## src/rtl/cheshire_cfg_seq_pkg.sv

```systemverilog
// Shared types and helpers for the Cheshire configuration sequencer.
package cheshire_cfg_seq_pkg;

  typedef enum logic [2:0] {
    SYNC    = 3'd0,
    LATCH   = 3'd1,
    STAGGER = 3'd2,
    RUN     = 3'd3,
    DRAIN   = 3'd4
  } seq_state_e;

  localparam int unsigned DefaultStableCycles  = 8;
  localparam int unsigned DefaultStaggerCycles = 16;

  // Upper bounds for the mask helper; NumCfgs*NumCores must fit in MaxMaskW.
  localparam int unsigned MaxCores = 16;
  localparam int unsigned MaxMaskW = 256;

  // Extract the per-config core mask for config idx from the flat vector.
  function automatic logic [MaxCores-1:0] cfg_mask_slice(
    input logic [MaxMaskW-1:0] mask_vec,
    input int unsigned         idx,
    input int unsigned         ncores
  );
    logic [MaxMaskW-1:0] sh;
    sh = mask_vec >> (idx * ncores);
    return sh[MaxCores-1:0];
  endfunction

endpackage

```

## src/rtl/cheshire_cfg_seq_filter.sv

```systemverilog
// Config-pin synchronizer plus stability filter.
// Counts consecutive equal synchronized samples while en_i is high; once the
// count reaches StableCycles the sample and count freeze so idx_o holds the
// filtered value until clr_i drops the count back to zero.
module cheshire_cfg_seq_filter #(
  parameter int unsigned CfgIdxW      = 3,
  parameter int unsigned SyncStages   = 2,
  parameter int unsigned StableCycles = 8
) (
  input  logic               clk_i,
  input  logic               rst_ni,
  input  logic [CfgIdxW-1:0] idx_i,
  input  logic               en_i,
  input  logic               clr_i,
  output logic               stable_o,
  output logic [CfgIdxW-1:0] idx_o
);

  localparam int unsigned CntW = $clog2(StableCycles + 1);

  logic [SyncStages-1:0][CfgIdxW-1:0] sync_d, sync_q;
  logic [CfgIdxW-1:0]                 prev_d, prev_q, samp;
  logic [CntW-1:0]                    cnt_d, cnt_q;

  assign samp     = sync_q[SyncStages-1];
  assign stable_o = (cnt_q == CntW'(StableCycles));
  assign idx_o    = prev_q;

  // Shift the pins through the synchronizer and track run length of equal samples.
  always_comb begin
    sync_d = {sync_q[SyncStages-2:0], idx_i};
    prev_d = prev_q;
    cnt_d  = cnt_q;
    if (clr_i) begin
      cnt_d = '0;
    end else if (en_i && !stable_o) begin
      prev_d = samp;
      cnt_d  = (samp == prev_q) ? cnt_q + 1'b1 : CntW'(1);
    end
  end

  // Filter state registers.
  always_ff @(posedge clk_i or negedge rst_ni) begin
    if (!rst_ni) begin
      sync_q <= '0;
      prev_q <= '0;
      cnt_q  <= '0;
    end else begin
      sync_q <= sync_d;
      prev_q <= prev_d;
      cnt_q  <= cnt_d;
    end
  end

endmodule

```

## src/rtl/cheshire_cfg_sequencer.sv

```systemverilog
// Cheshire configuration sequencer: filters the config-select pins after
// reset, latches the effective config and releases per-core resets in a
// staggered order given by that config's core mask. A handshaked restart
// drains all cores and re-samples the pins.
// Optional restart lock: define CHESHIRE_CFG_SEQ_LOCK_EN.
// Latency: with a non-zero pin value held from reset, core 0 (if enabled)
// leaves reset SyncStages+StableCycles+2+StaggerCycles cycles after rst_ni
// deassertion (28 with defaults). Index 0 equals the synchronizer reset value,
// so it filters SyncStages cycles sooner.
module cheshire_cfg_sequencer
  import cheshire_cfg_seq_pkg::*;
#(
  parameter  int unsigned NumCfgs       = 5,
  parameter  int unsigned NumCores      = 4,
  parameter  int unsigned SyncStages    = 2,
  parameter  int unsigned StableCycles  = DefaultStableCycles,
  parameter  int unsigned StaggerCycles = DefaultStaggerCycles,
  parameter  int unsigned DefaultIdx    = 0,
  localparam int unsigned CfgIdxW       = $clog2(NumCfgs)
) (
  input  logic                        clk_i,
  input  logic                        rst_ni,
  input  logic [CfgIdxW-1:0]          cfg_idx_i,
  input  logic [NumCfgs*NumCores-1:0] cfg_core_mask_i,
  input  logic                        restart_req_i,
  output logic                        restart_ack_o,
  input  logic                        lock_i,
  output logic [CfgIdxW-1:0]          cfg_idx_o,
  output logic                        cfg_valid_o,
  output logic                        cfg_err_o,
  output logic [NumCores-1:0]         core_rst_no,
  output logic                        done_o
);

  localparam int unsigned PtrW = (NumCores > 1) ? $clog2(NumCores) : 1;
  localparam int unsigned TmrW = $clog2(StaggerCycles + 1);

  seq_state_e           state_d, state_q;
  logic [PtrW-1:0]      ptr_d, ptr_q;
  logic [TmrW-1:0]      tmr_d, tmr_q;
  logic [NumCores-1:0]  mask_d, mask_q;
  logic [NumCores-1:0]  rel_d, rel_q;
  logic [CfgIdxW-1:0]   idx_d, idx_q;
  logic                 err_d, err_q;
  logic                 filt_stable, filt_oor, locked;
  logic [CfgIdxW-1:0]   filt_idx, idx_eff;
  logic [MaxMaskW-1:0]  mask_ext;
  logic [MaxCores-1:0]  sel_mask;

  cheshire_cfg_seq_filter #(
    .CfgIdxW      (CfgIdxW),
    .SyncStages   (SyncStages),
    .StableCycles (StableCycles)
  ) i_filter (
    .clk_i    (clk_i),
    .rst_ni   (rst_ni),
    .idx_i    (cfg_idx_i),
    .en_i     (state_q == SYNC),
    .clr_i    (state_q != SYNC),
    .stable_o (filt_stable),
    .idx_o    (filt_idx)
  );

  assign filt_oor = (32'(filt_idx) >= NumCfgs);
  assign idx_eff  = filt_oor ? CfgIdxW'(DefaultIdx) : filt_idx;
  assign mask_ext = MaxMaskW'(cfg_core_mask_i);
  assign sel_mask = cfg_mask_slice(mask_ext, 32'(idx_eff), NumCores);

`ifdef CHESHIRE_CFG_SEQ_LOCK_EN
  logic lock_d, lock_q;
  // Lock is sticky once requested in RUN; only the hard reset clears it.
  always_comb lock_d = lock_q | ((state_q == RUN) & lock_i);
  // Lock register.
  always_ff @(posedge clk_i or negedge rst_ni) begin
    if (!rst_ni) lock_q <= 1'b0;
    else         lock_q <= lock_d;
  end
  assign locked = lock_q;
`else
  logic lock_unused;
  assign lock_unused = lock_i;
  assign locked      = 1'b0;
`endif

  // Sequencer state register.
  always_ff @(posedge clk_i or negedge rst_ni) begin
    if (!rst_ni) begin
      state_q <= SYNC;
      ptr_q   <= '0;
      tmr_q   <= '0;
      mask_q  <= '0;
      rel_q   <= '0;
      idx_q   <= CfgIdxW'(DefaultIdx);
      err_q   <= 1'b0;
    end else begin
      state_q <= state_d;
      ptr_q   <= ptr_d;
      tmr_q   <= tmr_d;
      mask_q  <= mask_d;
      rel_q   <= rel_d;
      idx_q   <= idx_d;
      err_q   <= err_d;
    end
  end

  // Next-state logic: filter, latch, stagger releases, run, drain.
  always_comb begin
    state_d = state_q;
    ptr_d   = ptr_q;
    tmr_d   = tmr_q;
    mask_d  = mask_q;
    rel_d   = rel_q;
    idx_d   = idx_q;
    err_d   = err_q;
    unique case (state_q)
      SYNC: if (filt_stable) state_d = LATCH;
      LATCH: begin
        idx_d   = idx_eff;
        err_d   = filt_oor;
        mask_d  = sel_mask[NumCores-1:0];
        ptr_d   = '0;
        tmr_d   = '0;
        state_d = STAGGER;
      end
      STAGGER: begin
        // Enabled cores wait out the full stagger; disabled ones skip in one cycle.
        if (mask_q[ptr_q] && (tmr_q != TmrW'(StaggerCycles - 1))) begin
          tmr_d = tmr_q + 1'b1;
        end else begin
          tmr_d = '0;
          if (mask_q[ptr_q]) rel_d[ptr_q] = 1'b1;
          if (ptr_q == PtrW'(NumCores - 1)) state_d = RUN;
          else                              ptr_d   = ptr_q + 1'b1;
        end
      end
      RUN: begin
        if (restart_req_i && !locked) begin
          rel_d   = '0;
          err_d   = 1'b0;
          tmr_d   = '0;
          state_d = DRAIN;
        end
      end
      DRAIN: begin
        if (tmr_q == TmrW'(StaggerCycles - 1)) begin
          tmr_d   = '0;
          state_d = SYNC;
        end else begin
          tmr_d = tmr_q + 1'b1;
        end
      end
      default: state_d = SYNC;
    endcase
  end

  // State-decoded outputs; ack marks the first DRAIN cycle.
  always_comb begin
    done_o        = (state_q == RUN);
    cfg_valid_o   = (state_q == STAGGER) || (state_q == RUN);
    restart_ack_o = (state_q == DRAIN) && (tmr_q == '0);
  end

  assign core_rst_no = rel_q;
  assign cfg_idx_o   = idx_q;
  assign cfg_err_o   = err_q;

endmodule

```

## config.mk

```make
export PLATFORM = sky130hd
export DESIGN_NAME = cheshire_cfg_sequencer
export DESIGN_NICKNAME = d
export VERILOG_FILES = /design/src/rtl/cheshire_cfg_seq_pkg.sv /design/src/rtl/cheshire_cfg_seq_filter.sv /design/src/rtl/cheshire_cfg_sequencer.sv
export SDC_FILE = /design/constraint.sdc
export NUM_CORES = 1
export LEC_CHECK = 0
export CAP_MARGIN = 20
export CORE_ASPECT_RATIO = 1.4
export CORE_UTILIZATION = 56
export DETAILED_ROUTE_END_ITERATION = 16
export DONT_BUFFER_PORTS = 1
export GPL_ROUTABILITY_DRIVEN = 1
export PLACE_DENSITY = 0.8
export SLEW_MARGIN = 30
export SYNTH_ARGS = -nofsm -noshare
export SYNTH_HDL_FRONTEND = slang
export SYNTH_SLANG_ARGS = --single-unit
```

## constraint.sdc

```tcl
create_clock -name clk_i -period 1.7 [get_ports clk_i]
set_input_delay 0.085 -clock clk_i [delete_from_list [all_inputs] [get_ports clk_i]]
set_output_delay 0.085 -clock clk_i [all_outputs]
set_load 0.05 [all_outputs]
```

==> metrics.txt <==
worst hold path class=in -> reg; Port Buffer Count=0; ant diodes=0; htree depth=2; dominant cells by area after synthesis=dfrtp_1, ha_1, nand2_1; crit path capture type=primary output; cell mode on critical path=buf_4; initial antenna violation count=0; Die Height=70.8 µm; CTS clk-pin slew, worst paths=0.07 ns; DRC violations left=0; routability cong.=0.831; Synth Instances=186; RR Endpoint=ptr_q[0]$_DFFE_PN0P_; Syn Nets=223; share of the synthesized area in the top cell type=0.462; Yosys reg bits=35; Tot Pwr=1.86 mW; Synth cell types=43; Data arrival, critical path=1.58 ns; worst skew pair latency=0.29 ns; DR iter-0 viols=25; worst slew pin tran=0.505 ns; Synth Cell Area=1890 µm²; worst clock skew=0.00425 ns; initial core utilization=0.595; largest area contributor in the netlist=dfrtp_1; slowest CP cell=dfrtp_2; Pleak=1.01 nW; Crit Path Max Fanout=8; Routed Antenna Nets=0; setup TNS=0 ns; Pins Over Slew Limit=0; pin count of the biggest net entering global routing=36; synthesized area per cell=10.2 µm²; async set or reset register ratio after synthesis=1.00; Post-synth top cells=dfrtp_1, nand2_1, o21ai_0; Cell Chain, Critical Path=buf_4 > nor3b_4 > and4_1 > buf_4; CTS sink count=35; Synth Warn #=0; GRT overflow=0; crit share post-route=0.981; chip width=51.2 µm; Setup crit start kind=flop; CP Class=reg -> out; hold path endpoint=mask_q[3]$_DFFE_PN0P_; worst r2r src=ptr_q[0]$_DFFE_PN0P_; final setup violation count=0; first-pass GRT wire length=7200 µm; CTS root buf=clkbuf_8; Layout area overhead=25.8%; Post-synth EDFFs=0; die area=3620 µm²; Fmax=600 MHz; Vias/cell=6.29; post-DP HPWL=3010 µm; WL per Instance=18.3 µm; vias in the first global route=1,649; most frequent cell after synthesis=dfrtp_1; Via Count=1,567; register area share after synthesis=0.462; outcome=finished clean; row cnt=24; Filler Cell Count=207; Core Area=3180 µm²; Reg2Reg Depth=4; maximum VDD drop=880 µV; Req. time, crit path=1.62 ns; Clock Path Buffers=2; CTS tree=yes; proportion of layout cells with a drive suffix above 1=0.262; Period minus WS final=1.67 ns; area of the multi-input gates=1050 µm²; slew margin rel.=0.663; final hold vios=0; max cap viols=0; hold_sp=cfg_core_mask_i[3]; gr usage total=0.268; reg2reg setup slack=0.04 ns; Top FF cell, synth=dfrtp_1; WL final=4560 µm; Hold Crit Depth=2; Reg area=878 µm²; delay-heaviest family, CP=simple AND/OR/NAND/NOR gates; Pre-Repair DR Iteration Count=4; Nets=246; Ports=38; total CTS buffers=5; CP Buf/Inv Count=2; PD cells=783 nW/µm²; max incr delay on CP=0.45 ns
power breakdown:
part | internal, mW | switching, mW | leakage [nW]
Sequential | 0.848 | 0.0247 | 0.413
Combinational | 0.0477 | 0.0501 | 0.537
Clock | 0.585 | 0.309 | 0.0644
Total | 1.48 | 0.384 | 1.01
state kept, by name, summed over array words and instances (netlist names):
register and flops:
i_filter.idx_o 3, state_q 3, i_filter.cnt_q 4, cfg_idx_o 3
core_rst_no 4, cfg_err_o 1, mask_q 4, tmr_q 5
i_filter.samp 3, ptr_q 2, i_filter.sync_d 3
repair_timing:
| action | in CTS | in global routing |
|---|---|---|
| endpoints found under the hold margin | 38 | 0 |
| cloned | 0 | 0 |
| resized for setup | 10 | 15 |
| setup buffers | 0 | 4 |
| pin swaps | 0 | 6 |
| endpoints found under the setup margin | 10 | 10 |
| hold buffers | 5 | 0 |
through the flow:
stage	worst slack, ns	instance area, µm²	util	std cells	hold WS (ns)
6_report	0.0324	2380	0.748	249	0.0158
4_1_cts	0.00733	2280	0.717	245	0.0104
3_3_place_gp	0.00604	2050	0.643	232	-0.210
3_5_place_dp	-0.0674	2050	0.643	232	-0.210
2_1_floorplan	0.0138	1910	-	186	-0.211
5_1_grt	-0.0387	2380	0.748	249	0.0277
cells in the final DEF, fill, tap and decap left out, drive strengths merged, types with 6 or more instances in the layout:
cell and n:
inv 9, nand2 15, nand2b 8, buf 21, nor2 10, o22ai 7, dfrtp 35, a21oi 6
ha 10, o21ai 11
worst max path at each step:
stage                                start                endpoint  slack (ns)  depth (start not counted)
global placement      tmr_q[0]$_DFFE_PN0P_  state_q[1]$_DFFE_PN0P_       0.006                          7
floorplan             tmr_q[0]$_DFFE_PN0P_  state_q[1]$_DFFE_PN0P_        0.01                          7
finish              state_q[2]$_DFFE_PN0P_           restart_ack_o        0.03                          4
global route        state_q[2]$_DFFE_PN0P_           restart_ack_o       -0.04                          4
detailed placement    tmr_q[0]$_DFFE_PN0P_  state_q[1]$_DFFE_PN0P_       -0.07                          7
CTS                 state_q[0]$_DFFE_PN0P_    ptr_q[0]$_DFFE_PN0P_       0.007                          4
final cells by class:
type                    count  area share
clock inverters             3      0.0284
well taps                  39      0.0205
repair buffers             25      0.0998
inverters                   9      0.0142
multi-input cells         133       0.440
flip-flops and latches     35       0.369
clock buffers               5      0.0289
layer usage:
layer / GRT usage / up-vias / part of all wire
met5: 0 / - / 0
li1: - / 714 / -
met2: 0.481 / 63 / 0.55
met1: 0.295 / 778 / 0.37
met3: 0.0796 / 12 / 0.049
met4: 0.0895 / 0 / 0.026
cell families (layout without fill, tap and decap cells):
group,count (synthesis),in the layout,share of synthesized area
flops,35,35,0.462
fa+ha+maj,10,10,0.0661
compound gates,50,50,0.185
buf+inv,18,42,0.0383
mux,7,7,0.0489
xor+xnor,6,6,0.0277
simple gates,60,60,0.172
Power figures use the tool's default switching activity.
